## src/rtl/hub_ctrl_pkg.sv

```systemverilog
// Shared types and elaboration helpers for the folded linear-layer controller.
// Latency: n/a (compile-time only).
// Backpressure: n/a.
// Contents: state enum, partition-index width, frame length, window counter width.
package hub_ctrl_pkg;

  typedef enum logic [2:0] {
    ST_IDLE  = 3'd0,
    ST_LOAD  = 3'd1,
    ST_RUN   = 3'd2,
    ST_DRAIN = 3'd3,
    ST_DONE  = 3'd4
  } state_e;

  // A single-partition build still needs a 1-bit part port.
  function automatic int part_width(input int fold);
    return (fold > 1) ? $clog2(fold) : 1;
  endfunction

  // LOAD + FOLD*(RUN window + drain) + DONE.
  function automatic int frame_cyc(input int fold, input int rwid, input int pipe);
    return 2 + fold * ((1 << rwid) + pipe);
  endfunction

  // The shared window counter must hold both LEN (RWID+1 bits) and PIPE.
  function automatic int cnt_width(input int rwid, input int pipe);
    int len_w;
    int pipe_w;
    len_w  = rwid + 1;
    pipe_w = $clog2(pipe + 1);
    return (len_w > pipe_w) ? len_w : pipe_w;
  endfunction

  localparam int FRAME_CYC = frame_cyc(2, 10, 1);

endpackage

```

## src/rtl/hub_win_counter.sv

```systemverilog
// Loadable down-counter timing one RUN or DRAIN window; tc flags the window's last cycle.
// Latency: load takes effect at the next edge; tc is a decode of the registered count.
// Backpressure: none; counts only while en is high, clr and ld take priority.
// Ports: clk, rst_n, clr (sync zero), ld/ld_val (window length), en (count), tc (count==1).
module hub_win_counter #(
  parameter int W = 11
) (
  input  logic         clk,
  input  logic         rst_n,
  input  logic         clr,
  input  logic         ld,
  input  logic [W-1:0] ld_val,
  input  logic         en,
  output logic         tc
);

  logic [W-1:0] cnt_q;
  logic [W-1:0] cnt_d;

  always_comb begin
    cnt_d = cnt_q;
    if (clr) begin
      cnt_d = '0;
    end else if (ld) begin
      cnt_d = ld_val;
    end else if (en && (cnt_q != '0)) begin
      cnt_d = cnt_q - W'(1);
    end
  end

  always_ff @(posedge clk or negedge rst_n) begin
    if (!rst_n) begin
      cnt_q <= '0;
    end else begin
      cnt_q <= cnt_d;
    end
  end

  // Loaded with N, the count reads N..1 over the window, so 1 marks the last cycle.
  assign tc = (cnt_q == W'(1));

endmodule

```

## src/rtl/hub_linear_fold_ctrl.sv

```systemverilog
// Sequencer for a folded SC linear layer: load strobe, partition stepping, window/drain timing.
// Latency: start sampled in IDLE -> load next cycle; frame is 2+FOLD*(2**RWID+PIPE) cycles.
// Backpressure: none; start while busy is dropped, abort returns to IDLE next cycle.
// Ports: clk, rst_n, start, abort in; busy, done, load, clear, sel, part, frame_cnt out (all registered).
module hub_linear_fold_ctrl
  import hub_ctrl_pkg::*;
#(
  parameter int FOLD = 2,
  parameter int RWID = 10,
  parameter int PIPE = 1,
  parameter int PWID = part_width(FOLD)
) (
  input  logic            clk,
  input  logic            rst_n,
  input  logic            start,
  input  logic            abort,
  output logic            busy,
  output logic            done,
  output logic            load,
  output logic            clear,
  output logic            sel,
  output logic [PWID-1:0] part,
  output logic [15:0]     frame_cnt
);

  localparam int              CW        = cnt_width(RWID, PIPE);
  localparam logic [CW-1:0]   LEN_LD    = CW'(64'd1 << RWID);
  localparam logic [CW-1:0]   PIPE_LD   = CW'(PIPE);
  localparam logic [PWID-1:0] PART_LAST = PWID'(FOLD - 1);

  state_e          state_q, state_d;
  logic [PWID-1:0] part_q, part_d;
  logic            sel_q, sel_d;
  logic [15:0]     frame_cnt_q, frame_cnt_d;
  logic            busy_q, busy_d;
  logic            done_q, done_d;
  logic            load_q, load_d;
  logic            clear_q, clear_d;

  logic            next_part;
  logic            win_clr;
  logic            win_ld;
  logic [CW-1:0]   win_ld_val;
  logic            win_en;
  logic            win_tc;

  hub_win_counter #(
    .W(CW)
  ) u_win (
    .clk    (clk),
    .rst_n  (rst_n),
    .clr    (win_clr),
    .ld     (win_ld),
    .ld_val (win_ld_val),
    .en     (win_en),
    .tc     (win_tc)
  );

  always_comb begin
    state_d     = state_q;
    part_d      = part_q;
    sel_d       = sel_q;
    frame_cnt_d = frame_cnt_q;
    clear_d     = 1'b0;
    next_part   = 1'b0;
    win_clr     = 1'b0;
    win_ld      = 1'b0;
    win_ld_val  = '0;
    win_en      = 1'b0;

    unique case (state_q)
      ST_IDLE: begin
        part_d = '0;
        if (start) begin
          state_d = ST_LOAD;
        end
      end
      ST_LOAD: begin
        state_d    = ST_RUN;
        part_d     = '0;
        clear_d    = 1'b1;
        win_ld     = 1'b1;
        win_ld_val = LEN_LD;
      end
      ST_RUN: begin
        win_en = 1'b1;
        if (win_tc) begin
          if (PIPE > 0) begin
            state_d    = ST_DRAIN;
            win_ld     = 1'b1;
            win_ld_val = PIPE_LD;
          end else begin
            next_part = 1'b1;
          end
        end
      end
      ST_DRAIN: begin
        // part is held so in-flight adder-tree sums land in the partition just run.
        win_en = 1'b1;
        if (win_tc) begin
          next_part = 1'b1;
        end
      end
      ST_DONE: begin
        state_d = ST_IDLE;
      end
      default: begin
        state_d = ST_IDLE;
        part_d  = '0;
      end
    endcase

    // End of a partition's window (+drain): either step to the next one or close the frame.
    if (next_part) begin
      if (part_q != PART_LAST) begin
        state_d    = ST_RUN;
        part_d     = part_q + PWID'(1);
        clear_d    = 1'b1;
        win_ld     = 1'b1;
        win_ld_val = LEN_LD;
      end else begin
        state_d     = ST_DONE;
        part_d      = '0;
        sel_d       = ~sel_q;
        frame_cnt_d = frame_cnt_q + 16'd1;
      end
    end

    // Abort overrides everything decided above; sel and frame_cnt keep their values.
    if (abort) begin
      state_d     = ST_IDLE;
      part_d      = '0;
      sel_d       = sel_q;
      frame_cnt_d = frame_cnt_q;
      clear_d     = 1'b0;
      win_clr     = 1'b1;
      win_ld      = 1'b0;
      win_en      = 1'b0;
    end

    // Outputs describe the state being entered, so they line up with state_q next cycle.
    busy_d = (state_d != ST_IDLE);
    load_d = (state_d == ST_LOAD);
    done_d = (state_d == ST_DONE);
  end

  always_ff @(posedge clk or negedge rst_n) begin
    if (!rst_n) begin
      state_q     <= ST_IDLE;
      part_q      <= '0;
      sel_q       <= 1'b0;
      frame_cnt_q <= 16'd0;
      busy_q      <= 1'b0;
      done_q      <= 1'b0;
      load_q      <= 1'b0;
      clear_q     <= 1'b0;
    end else begin
      state_q     <= state_d;
      part_q      <= part_d;
      sel_q       <= sel_d;
      frame_cnt_q <= frame_cnt_d;
      busy_q      <= busy_d;
      done_q      <= done_d;
      load_q      <= load_d;
      clear_q     <= clear_d;
    end
  end

  assign busy      = busy_q;
  assign done      = done_q;
  assign load      = load_q;
  assign clear     = clear_q;
  assign sel       = sel_q;
  assign part      = part_q;
  assign frame_cnt = frame_cnt_q;

endmodule

```

## config.mk

```make
export PLATFORM = sky130hd
export DESIGN_NAME = hub_linear_fold_ctrl
export DESIGN_NICKNAME = d
export VERILOG_FILES = /design/src/rtl/hub_ctrl_pkg.sv /design/src/rtl/hub_win_counter.sv /design/src/rtl/hub_linear_fold_ctrl.sv
export SDC_FILE = /design/constraint.sdc
export NUM_CORES = 1
export LEC_CHECK = 0
export BUFFER_PORTS_ARGS = -buffer_cell sky130_fd_sc_hd__buf_4
export CAP_MARGIN = 10
export CORE_MARGIN = 2
export CORE_UTILIZATION = 51
export DETAILED_ROUTE_END_ITERATION = 10
export PLACE_DENSITY = 0.81
export SYNTH_ARGS = -nofsm -noshare
export SYNTH_HDL_FRONTEND = slang
export SYNTH_SLANG_ARGS = --single-unit
```

## constraint.sdc

```tcl
create_clock -name clk -period 1.9 [get_ports clk]
set_input_delay 0.095 -clock clk [delete_from_list [all_inputs] [get_ports clk]]
set_output_delay 0.095 -clock clk [all_outputs]
set_load 0.1 [all_outputs]
```

==> results of run 1 <==
[power by group]
group | leakage [nW] | internal (W) | switching, W
clock network | 0.0422 | 0.000276 | 0.000250
registers | 0.468 | 0.000811 | 0.0000646
logic | 0.586 | 0.000291 | 0.000402
[kinds of logic after synthesis]
logic type                 share of synthesized area [%]
AOI/OAI and AO/OA                                   10.4
xor gates and xnor gates                            8.44
adders and majority gates                           2.68
buffers and inverters                               2.55
DFF                                                 48.3
muxes                                               1.14
and+or+nand+nor                                     26.5
[path summary, 6_finish.rpt]
check / start / to
max reg2reg: u_win.cnt_q[4] / u_win.cnt_q[7]
max: u_win.cnt_q[4] / u_win.cnt_q[7]
max in group asynchronous: rst_n / u_win.cnt_q[3]
min in group asynchronous: rst_n / u_win.cnt_q[6]
min reg2reg: sel / sel
min: start / busy
[routing by layer]
layer | GRT usage [%] | up-vias | share of wire (%)
li1 | - | 752 | -
met1 | 27.3 | 812 | 45
met2 | 38.2 | 43 | 50
met3 | 5.38 | 6 | 4.0
met4 | 5.59 | 0 | 0.77
met5 | 0 | - | 0
[cell usage in the layout (no fill, tap or decap), types with 3 or more instances in the layout]
cell / n
a21oi_1: 8
a21oi_2: 4
and3_1: 3
and4_1: 3
buf_4: 43
clkbuf_4: 5
dfrtp_1: 21
dfrtp_2: 15
ha_1: 4
nand2_1: 10
nand2b_1: 3
nand3_1: 8
nand4_1: 3
nor2_1: 11
nor3_1: 5
nor3_2: 5
nor4_1: 3
o21ai_0: 5
or3_1: 4
or4_1: 3
xnor2_1: 8
xor2_1: 10
[area by class of cell]
type | count | area (sq um) | share of cell area, %
Multi-Input combinational cell | 132 | 1010 | 41.5
Sequential cell | 36 | 920 | 37.8
Timing Repair Buffer | 46 | 354 | 14.6
Tap cell | 46 | 57.6 | 2.37
Clock buffer | 6 | 41.3 | 1.70
Clock inverter | 2 | 35.0 | 1.44
Inverter | 4 | 15.0 | 0.617
[critical path, delay by kind of cell, from the launching register on]
kind	cells	cell delay, ns
AND/OR/NAND/NOR	3	1.21
AO/OA/AOI/OAI	1	0.13
flip-flops	1	0.48
[repair_timing]
item / 4_1_cts / 5_1_grt
hold endpoints to repair: 39 / 0
hold buffers: 2 / 0
pin swaps: 2 / 6
cloned: 0 / 0
endpoints found under the setup margin: 5 / 17
gates resized for setup: 4 / 21
buffers inserted: 1 / 7
[synth_stat cells (2+ instances only)]
| cell type | number |
|---|---|
| nor3_2 | 3 |
| o31ai_1 | 2 |
| or3_1 | 4 |
| and3_1 | 3 |
| xor2_1 | 10 |
| or4_1 | 4 |
| a41oi_1 | 2 |
| nor3_1 | 8 |
| inv_1 | 4 |
| clkbuf_1 | 4 |
| nand3_1 | 8 |
| nand2_1 | 10 |
| buf_2 | 2 |
| xnor2_1 | 8 |
| nor4_1 | 4 |
| nand2b_1 | 3 |
| nand4_1 | 3 |
| ha_1 | 4 |
| and4_1 | 4 |
| nor2_1 | 11 |
| a21oi_1 | 12 |
| o21ai_0 | 5 |
| dfrtp_1 | 36 |
[per-stage QoR]
| step | total power, W | utilization (%) |
|---|---|---|
| after global routing | 0.00222 | 71.2 |
| after global placement | 0.00143 | 63.7 |
| after floorplan | 0.00126 | - |
| after detailed placement | 0.00145 | 63.7 |
| final | 0.00210 | 71.2 |
| after CTS | 0.00199 | 67.0 |
[sequential cells by signal, summed over array words and instances, names as in the netlist]
register,cells
busy,1
u_win.cnt_q,11
frame_cnt,16
load,1
state_q,3
done,1
part,1
clear,1
sel,1
==> flow_summary_export.csv, run 1 <==
group,metric,value,unit
die,start_util,54.7,%
worst_setup_path,path_cells,"or4_1 > or3_1 > or3_1 > a21oi_2",
sta,period_share,98.9,%
placed_design,post-place-ws,-0.0222,ns
sta,min_period,1.88,ns
die,die_x,64.5,um
worst_setup_path,arrival,2.15,ns
clock_network,cts_root_buffer,"clkbuf_4",
synth,synth_edf_count,0,
placed_design,hpwl,3020,um
placed_design,placed_cells,254,
sta,final.setup.tns,0,ns
synth,synth_area_leaders,"dfrtp_1 (48%), xor2_1 (4.7%), xnor2_1 (3.8%)",
route,wl_per_cell,16.6,um
sta,fmax,532,MHz
sta,layout_setup_ws,0.0209,ns
synth,yosysSeqAreaShare,48.3,%
finish,stdcell_area,2430,sq um
finish,fin_nets,233,
route,drtIter0Drc,100,
sta,setup_viol,0,
power,peakVddDrop,552,uV
placed_design,place.gp.congestion,0.864,
sta,drv_slew,0,
synth,synthCells,179,
worst_setup_path,path_class,"reg -> reg",
run_status,status,"completed",
finish,layout.cells.non_filler,272,
route,avgViaCountPerCell,5.93,
synth,synth_cell_type_count,48,
worst_setup_path,worst_path_max_delay_cell,"or4_1",
worst_setup_path,startpoint_type,"register",
placed_design,place_area,2180,sq um
sta,fin_skew,0.0118,ns
die,dieHeight,64.5,um
worst_setup_path,crit_top_cell,"or3_1",
die,core,3420,sq um
synth,yosys_warnings,0,
global_route,antenna_found_initial,0,
sta,finalHoldViolCount,0,
min_path,hold_class,"in -> reg",
synth,avgSynthCellArea,10.4,sq um
synth,synth_flop_cell,"dfrtp_1",
die,die_area,4160,sq um
finish,num_antenna_cells,0,
global_route,grt.overflow.total,0,
worst_setup_path,reg2regPathDepth,4,
sta,worst_slew_pin_slew,0.518,ns
placed_design,numPortBuffers,25,
clock_network,numCtsBuffers,5,
clock_network,cts_tree,"yes",
clock_network,h-tree-depth,2,
clock_network,clkSinkCount,36,
global_route,grt_use_total,21.9,%
synth,async_flop_share,100,%
synth,yosys_register_bits,36,
die,rows,21,
synth,synth_top_cell_area_share,48.3,%
clock_network,clkTransAtPathRegs,0.10,ns
finish,num-fill-cells,228,
min_path,holdPathStages,3,
synth,synth_largest_area_cell,"dfrtp_1",
worst_setup_path,worstPathRequired,2.17,ns
power,leakagePower,1.10,nW
sta,timing.hold.ws,0.0843,ns
synth,synth_fp_nets,187,
global_route,grt_max_degree,37,
global_route,grt_pass1_wl,7230,um
power,powerDensity,861,nW/um^2
route,first_pass_iters,4,
sta,rsz0062_at_grt,"true",
run,max_cap_viol_count,0,
worst_setup_path,crit_fanout,6,
clock_network,clockBufferDepth,2,
sta,max_slew_margin,64.6,%
route,drc,0,
route,num_vias,1613,
synth,syn-cell-area,1870,sq um
die,io_pins,26,
worst_setup_path,end_kind,"register",
finish,layout-drive-gt1-share,41.2,%
worst_setup_path,rrSetupSlack,0.02,ns
global_route,grt_pass1_vias,1619,
route,wirelength,4530,um
route,antenna_left,0,
worst_setup_path,slowest_delay,0.51,ns
finish,area_growth_syn_to_layout,30.3,%
clock_network,clock_latency,0.34,ns
Power figures use the tool's default switching activity.
==> run 2, diff against run 1 <==
--- a/config.mk
+++ b/config.mk
@@ -5,12 +5,12 @@
 export SDC_FILE = /design/constraint.sdc
 export NUM_CORES = 1
 export LEC_CHECK = 0
-export BUFFER_PORTS_ARGS = -buffer_cell sky130_fd_sc_hd__buf_4
 export CAP_MARGIN = 10
 export CORE_MARGIN = 2
-export CORE_UTILIZATION = 51
+export CORE_UTILIZATION = 60
 export DETAILED_ROUTE_END_ITERATION = 10
-export PLACE_DENSITY = 0.81
+export DONT_BUFFER_PORTS = 1
+export PLACE_DENSITY = 0.82
 export SYNTH_ARGS = -nofsm -noshare
 export SYNTH_HDL_FRONTEND = slang
 export SYNTH_SLANG_ARGS = --single-unit
==> constraint.sdc (replaced) <==
create_clock -name clk -period 2.4 [get_ports clk]
set_input_delay 0.12 -clock clk [delete_from_list [all_inputs] [get_ports clk]]
set_output_delay 0.12 -clock clk [all_outputs]
set_load 0.1 [all_outputs]
==> flow_summary_export.csv, run 2 (synthesis results as in run 1) <==
group,metric,value,unit
run_status,status,"completed",
worst_setup_path,path_cells,"inv_1 > ha_1 > nor4b_1 > and3_1 > o21ai_0 > a21oi_1",
worst_setup_path,end_kind,"register",
sta,timing.hold.ws,0.208,ns
power,peakVddDrop,649,uV
die,dieHeight,59.8,um
finish,mostFrequentLayoutCell,"dfrtp_1",
clock_network,post-cts-setup-buffers,0,
clock_network,clock_latency,0.35,ns
route,first_pass_iters,4,
worst_setup_path,rrSetupSlack,0.25,ns
placed_design,place.gp.congestion,0.796,
worst_setup_path,reg2regPathDepth,6,
sta,layout_setup_ws,0.247,ns
clock_network,h-tree-depth,2,
worst_setup_path,startpoint_type,"register",
sta,min_period,2.15,ns
sta,worst_slew_pin_slew,0.886,ns
route,drc,0,
sta,period_share,89.7,%
die,start_util,62.2,%
sta,rsz0062_at_grt,"false",
clock_network,clkTransAtPathRegs,0.11,ns
worst_setup_path,worst_path_max_delay_cell,"nor4b_1",
min_path,hold_class,"in -> async",
sta,fin_skew,0.0159,ns
route,antenna_left,0,
global_route,grt_pass1_wl,6690,um
global_route,grt.overflow.total,0,
finish,layout_common_cells,"dfrtp_1 (36), buf_4 (20), a21oi_1 (12)",
worst_setup_path,cp_top_family,"simple AND/OR/NAND/NOR gates",
global_route,grt_use_total,25.3,%
worst_setup_path,critPathBufInv,1,
clock_network,clockBufferDepth,2,
clock_network,cts_tree,"yes",
worst_setup_path,worstPathRequired,2.65,ns
global_route,met2_usage,39.6,%
finish,fin_nets,211,
global_route,grt_pass1_vias,1456,
route,drtIter0Drc,62,
global_route,grtUsageMet1,31.5,%
run,max_cap_viol_count,0,
finish,num_antenna_cells,0,
clock_network,cts_resized,0,
worst_setup_path,crit_path_start,"u_win.cnt_q[0]",
sta,fmax,465,MHz
sta,final.setup.tns,0,ns
power,finalPower,0.00151,W
die,die_x,59.8,um
placed_design,post-place-ws,0.280,ns
global_route,gr-usage-met3,9.31,%
worst_setup_path,r2r-start,"u_win.cnt_q[0]",
finish,seqCellArea,901,sq um
die,die_area,3570,sq um
power,leakagePower,1.00,nW
finish,num-fill-cells,221,
clock_network,cts_root_buffer,"clkbuf_4",
die,rows,20,
die,io_pins,26,
finish,area_growth_syn_to_layout,15.3,%
global_route,grt_max_degree,37,
global_route,grt.busiest_layer,"met2",
global_route,antenna_found_initial,0,
route,avgViaCountPerCell,6.38,
worst_setup_path,r2r-end,"u_win.cnt_q[5]",
sta,setup_viol,0,
sta,max_slew_margin,41.0,%
worst_setup_path,arrival,2.41,ns
worst_setup_path,crit_fanout,12,
clock_network,postCtsHoldBufs,4,
finish,largest_reg_flops,16,
placed_design,numPortBuffers,0,
route,wl_per_cell,17.2,um
clock_network,clkSinkCount,36,
sta,finalHoldViolCount,0,
clock_network,numCtsBuffers,5,
finish,multi_input_area,918,sq um
finish,layout-drive-gt1-share,19.1,%
power,powerDensity,701,nW/um^2
route,wirelength,4070,um
placed_design,hpwl,2920,um
die,core,3000,sq um
route,num_vias,1512,
worst_setup_path,path_class,"reg -> reg",
sta,drv_slew,0,
worst_setup_path,slowest_delay,0.53,ns
==> run 2: cell count changes in the layout (fill, tap and decap cells not counted), moves of 2 or more <==
cell / before / now
buf_4: 43 / 20
dfrtp_1: 21 / 36
dfrtp_2: 15 / 0
a21oi_1: 8 / 12
a21oi_2: 4 / 0
nor3_1: 5 / 8
inv_1: 2 / 4
inv_2: 2 / 0
nor3_2: 5 / 3
==> run 2: power by group <==
part	internal [W]	switching, W
Combinational	0.000139	0.000232
Sequential	0.000640	0.0000808
Clock	0.000218	0.000200
Total	0.000997	0.000513
==> run 2: worst max-delay path by stage <==
stage / endpoint / cells past startpoint / slack [ns]
after floorplan: frame_cnt[15] / 5 / 0.26
after global placement: u_win.cnt_q[8] / 6 / 0.45
after detailed placement: u_win.cnt_q[5] / 6 / 0.28
after CTS: u_win.cnt_q[5] / 6 / 0.27
after global routing: u_win.cnt_q[5] / 6 / 0.06
final: u_win.cnt_q[5] / 6 / 0.25
==> run 2: cell type report <==
class / count / share of cell area, %
clock buffer: 6 / 1.92
clock inverter: 2 / 1.63
inverter: 4 / 0.698
multi-input combinational: 132 / 42.7
sequential: 36 / 41.9
tap: 33 / 1.92
timing repair buffer: 24 / 9.30
==> run 2: through the flow <==
stage / util, % / instances / cell area [sq um]
final: 71.7 / 237 / 2150
after global routing: 71.7 / 237 / 2150
after CTS: 71.7 / 237 / 2150
after detailed placement: 67.5 / 225 / 2030
after global placement: 67.5 / 225 / 2030
after floorplan: - / 179 / 1870
==> run 2: routing by layer <==
layer	up-vias	part of all wire (%)	routed length, um
met5	-	0	0
met4	0	2.3	92
met3	11	6.1	249
met2	46	49	1980
met1	746	43	1740
li1	709	-	-
==> run 3, diff against run 2 <==
--- a/config.mk
+++ b/config.mk
@@ -6,7 +6,7 @@
 export NUM_CORES = 1
 export LEC_CHECK = 0
 export CAP_MARGIN = 10
-export CORE_MARGIN = 2
+export CORE_MARGIN = 3
 export CORE_UTILIZATION = 60
 export DETAILED_ROUTE_END_ITERATION = 10
 export DONT_BUFFER_PORTS = 1
==> flow_summary_export.csv, run 3 (synthesis results as in run 1) <==
group,metric,value,unit
run_status,status,"completed",
min_path,holdPathStages,3,
route,avgViaCountPerCell,6.29,
route,met2_wirelength,1920,um
min_path,hp-start,"start",
worst_setup_path,path_cells,"inv_1 > ha_1 > nor4b_1 > and3_1 > o21ai_0 > a21oi_1",
placed_design,place.gp.congestion,0.812,
placed_design,place_area,2020,sq um
route,wirelength,3930,um
finish,num_antenna_cells,0,
sta,setup_viol,0,
global_route,grt_max_degree,37,
sta,final.setup.tns,0,ns
global_route,grt.overflow.total,0,
die,die_area,3820,sq um
global_route,grt_pass1_vias,1433,
die,die_x,61.8,um
sta,period_share,87.1,%
sta,max_slew_margin,41.6,%
worst_setup_path,cp_top_family,"simple AND/OR/NAND/NOR gates",
clock_network,clkSinkCount,36,
finish,layout-drive-gt1-share,19.1,%
finish,num-fill-cells,196,
finish,layout_common_cells,"dfrtp_1 (36), buf_4 (20), a21oi_1 (12)",
run,max_cap_viol_count,0,
die,start_util,65.4,%
placed_design,hpwl,2800,um
min_path,min_to,"state_q[0]",
worst_setup_path,path_class,"reg -> reg",
worst_setup_path,critPathBufInv,1,
worst_setup_path,slowest_delay,0.54,ns
power,peakVddDrop,701,uV
worst_setup_path,startpoint_type,"register",
global_route,antenna_found_initial,0,
clock_network,clockBufferDepth,2,
min_path,hold_class,"in -> reg",
worst_setup_path,worst_path_max_delay_cell,"nor4b_1",
route,num_vias,1478,
power,switchingPower,0.000507,W
worst_setup_path,rrSetupSlack,0.31,ns
worst_setup_path,crit_fanout,12,
route,wl_met3,167,um
worst_setup_path,end_kind,"register",
finish,fin_util,75.4,%
route,wl_met1,1790,um
sta,worst_slew_pin_slew,0.876,ns
die,dieHeight,61.8,um
power,pwr-share-comb,24.4,%
route,first_pass_iters,4,
clock_network,h-tree-depth,2,
sta,fin_skew,0.0113,ns
global_route,grt_pass1_wl,6520,um
placed_design,numPortBuffers,0,
worst_setup_path,r2r-end,"u_win.cnt_q[5]",
route,dr.max_layer_used,"met4",
power,netSwitchingFraction,33.7,%
sta,rsz0062_at_grt,"false",
route,drtIter0Drc,68,
power,intPower,0.000996,W
clock_network,cts_tree,"yes",
power,finalPower,0.00150,W
power,powerDensity,699,nW/um^2
clock_network,cts_resized,0,
route,wl_per_cell,16.7,um
clock_network,clock_latency,0.34,ns
sta,drv_slew,0,
worst_setup_path,arrival,2.35,ns
die,core,2850,sq um
route,antenna_left,0,
worst_setup_path,reg2regPathDepth,6,
sta,finalHoldViolCount,0,
sta,fmax,478,MHz
worst_setup_path,r2r-start,"u_win.cnt_q[0]",
power,clkPwrFrac,27.7,%
finish,stdcell_area,2150,sq um
finish,area_growth_syn_to_layout,15.1,%
clock_network,cts_root_buffer,"clkbuf_4",
finish,mostFrequentLayoutCell,"dfrtp_1",
power,leakagePower,1.00,nW
power,seqPwrFrac,47.9,%
die,rows,19,
worst_setup_path,worstPathRequired,2.66,ns
sta,min_period,2.09,ns
finish,fin_nets,211,
global_route,grt_use_total,23.4,%
finish,largest_reg_flops,16,
die,io_pins,26,
route,drc,0,
clock_network,clkTransAtPathRegs,0.10,ns
clock_network,numCtsBuffers,5,
## run 3: routing by layer
| layer | vias up | track usage [%] |
|---|---|---|
| met2 | 37 | 38.1 |
| met1 | 725 | 30.5 |
| met4 | 0 | 8.18 |
| met5 | - | 0 |
| met3 | 7 | 5.58 |
| li1 | 709 | - |
## run 3: what timing repair did
item | CTS | global route
hold endpoints to repair | 47 | 0
buffers inserted | 0 | 0
hold buffers | 4 | 0
## run 3: power groups by stage
stage	logic [W]	clock network, W	registers (W)
after floorplan	0.000278	0	0.000723
after global placement	0.000317	0	0.000728
after detailed placement	0.000337	0	0.000730
after CTS	0.000363	0.000420	0.000719
after global routing	0.000407	0.000451	0.000728
final	0.000366	0.000417	0.000720
## run 3: metrics by stage
stage / hold WS (ns) / std cells / setup slack (ns)
2_1_floorplan: -0.176 / 179 / 0.262
3_3_place_gp: -0.174 / 223 / 0.447
3_5_place_dp: -0.175 / 223 / 0.359
4_1_cts: 0.0135 / 235 / 0.331
5_1_grt: 0.0656 / 235 / 0.141
6_report: 0.0217 / 235 / 0.310
## run 3: how the worst max path moves through the flow
stage,endpoint,startpoint,cells after the start
after floorplan,frame_cnt[15],frame_cnt[3],5
after global placement,u_win.cnt_q[8],u_win.cnt_q[0],6
after detailed placement,u_win.cnt_q[8],u_win.cnt_q[0],6
after CTS,u_win.cnt_q[8],u_win.cnt_q[0],6
after global routing,u_win.cnt_q[6],u_win.cnt_q[0],6
final,u_win.cnt_q[5],u_win.cnt_q[0],6
## run 3: layout make-up
cell class	count	area, sq um	share of cell area [%]
tap	31	38.8	1.80
clock inverter	2	35.0	1.63
inverter	4	15.0	0.698
clock buffer	6	41.3	1.92
sequential	36	901	41.9
timing repair buffer	24	200	9.31
multi-input combinational	132	918	42.7
## run 3: worst reg2reg max path, stage by stage, from the launching register on
cell and delay [ns]:
dfrtp_1 0.41, inv_1 0.12, ha_1 0.18, nor4b_1 0.54
and3_1 0.46, o21ai_0 0.14, a21oi_1 0.16
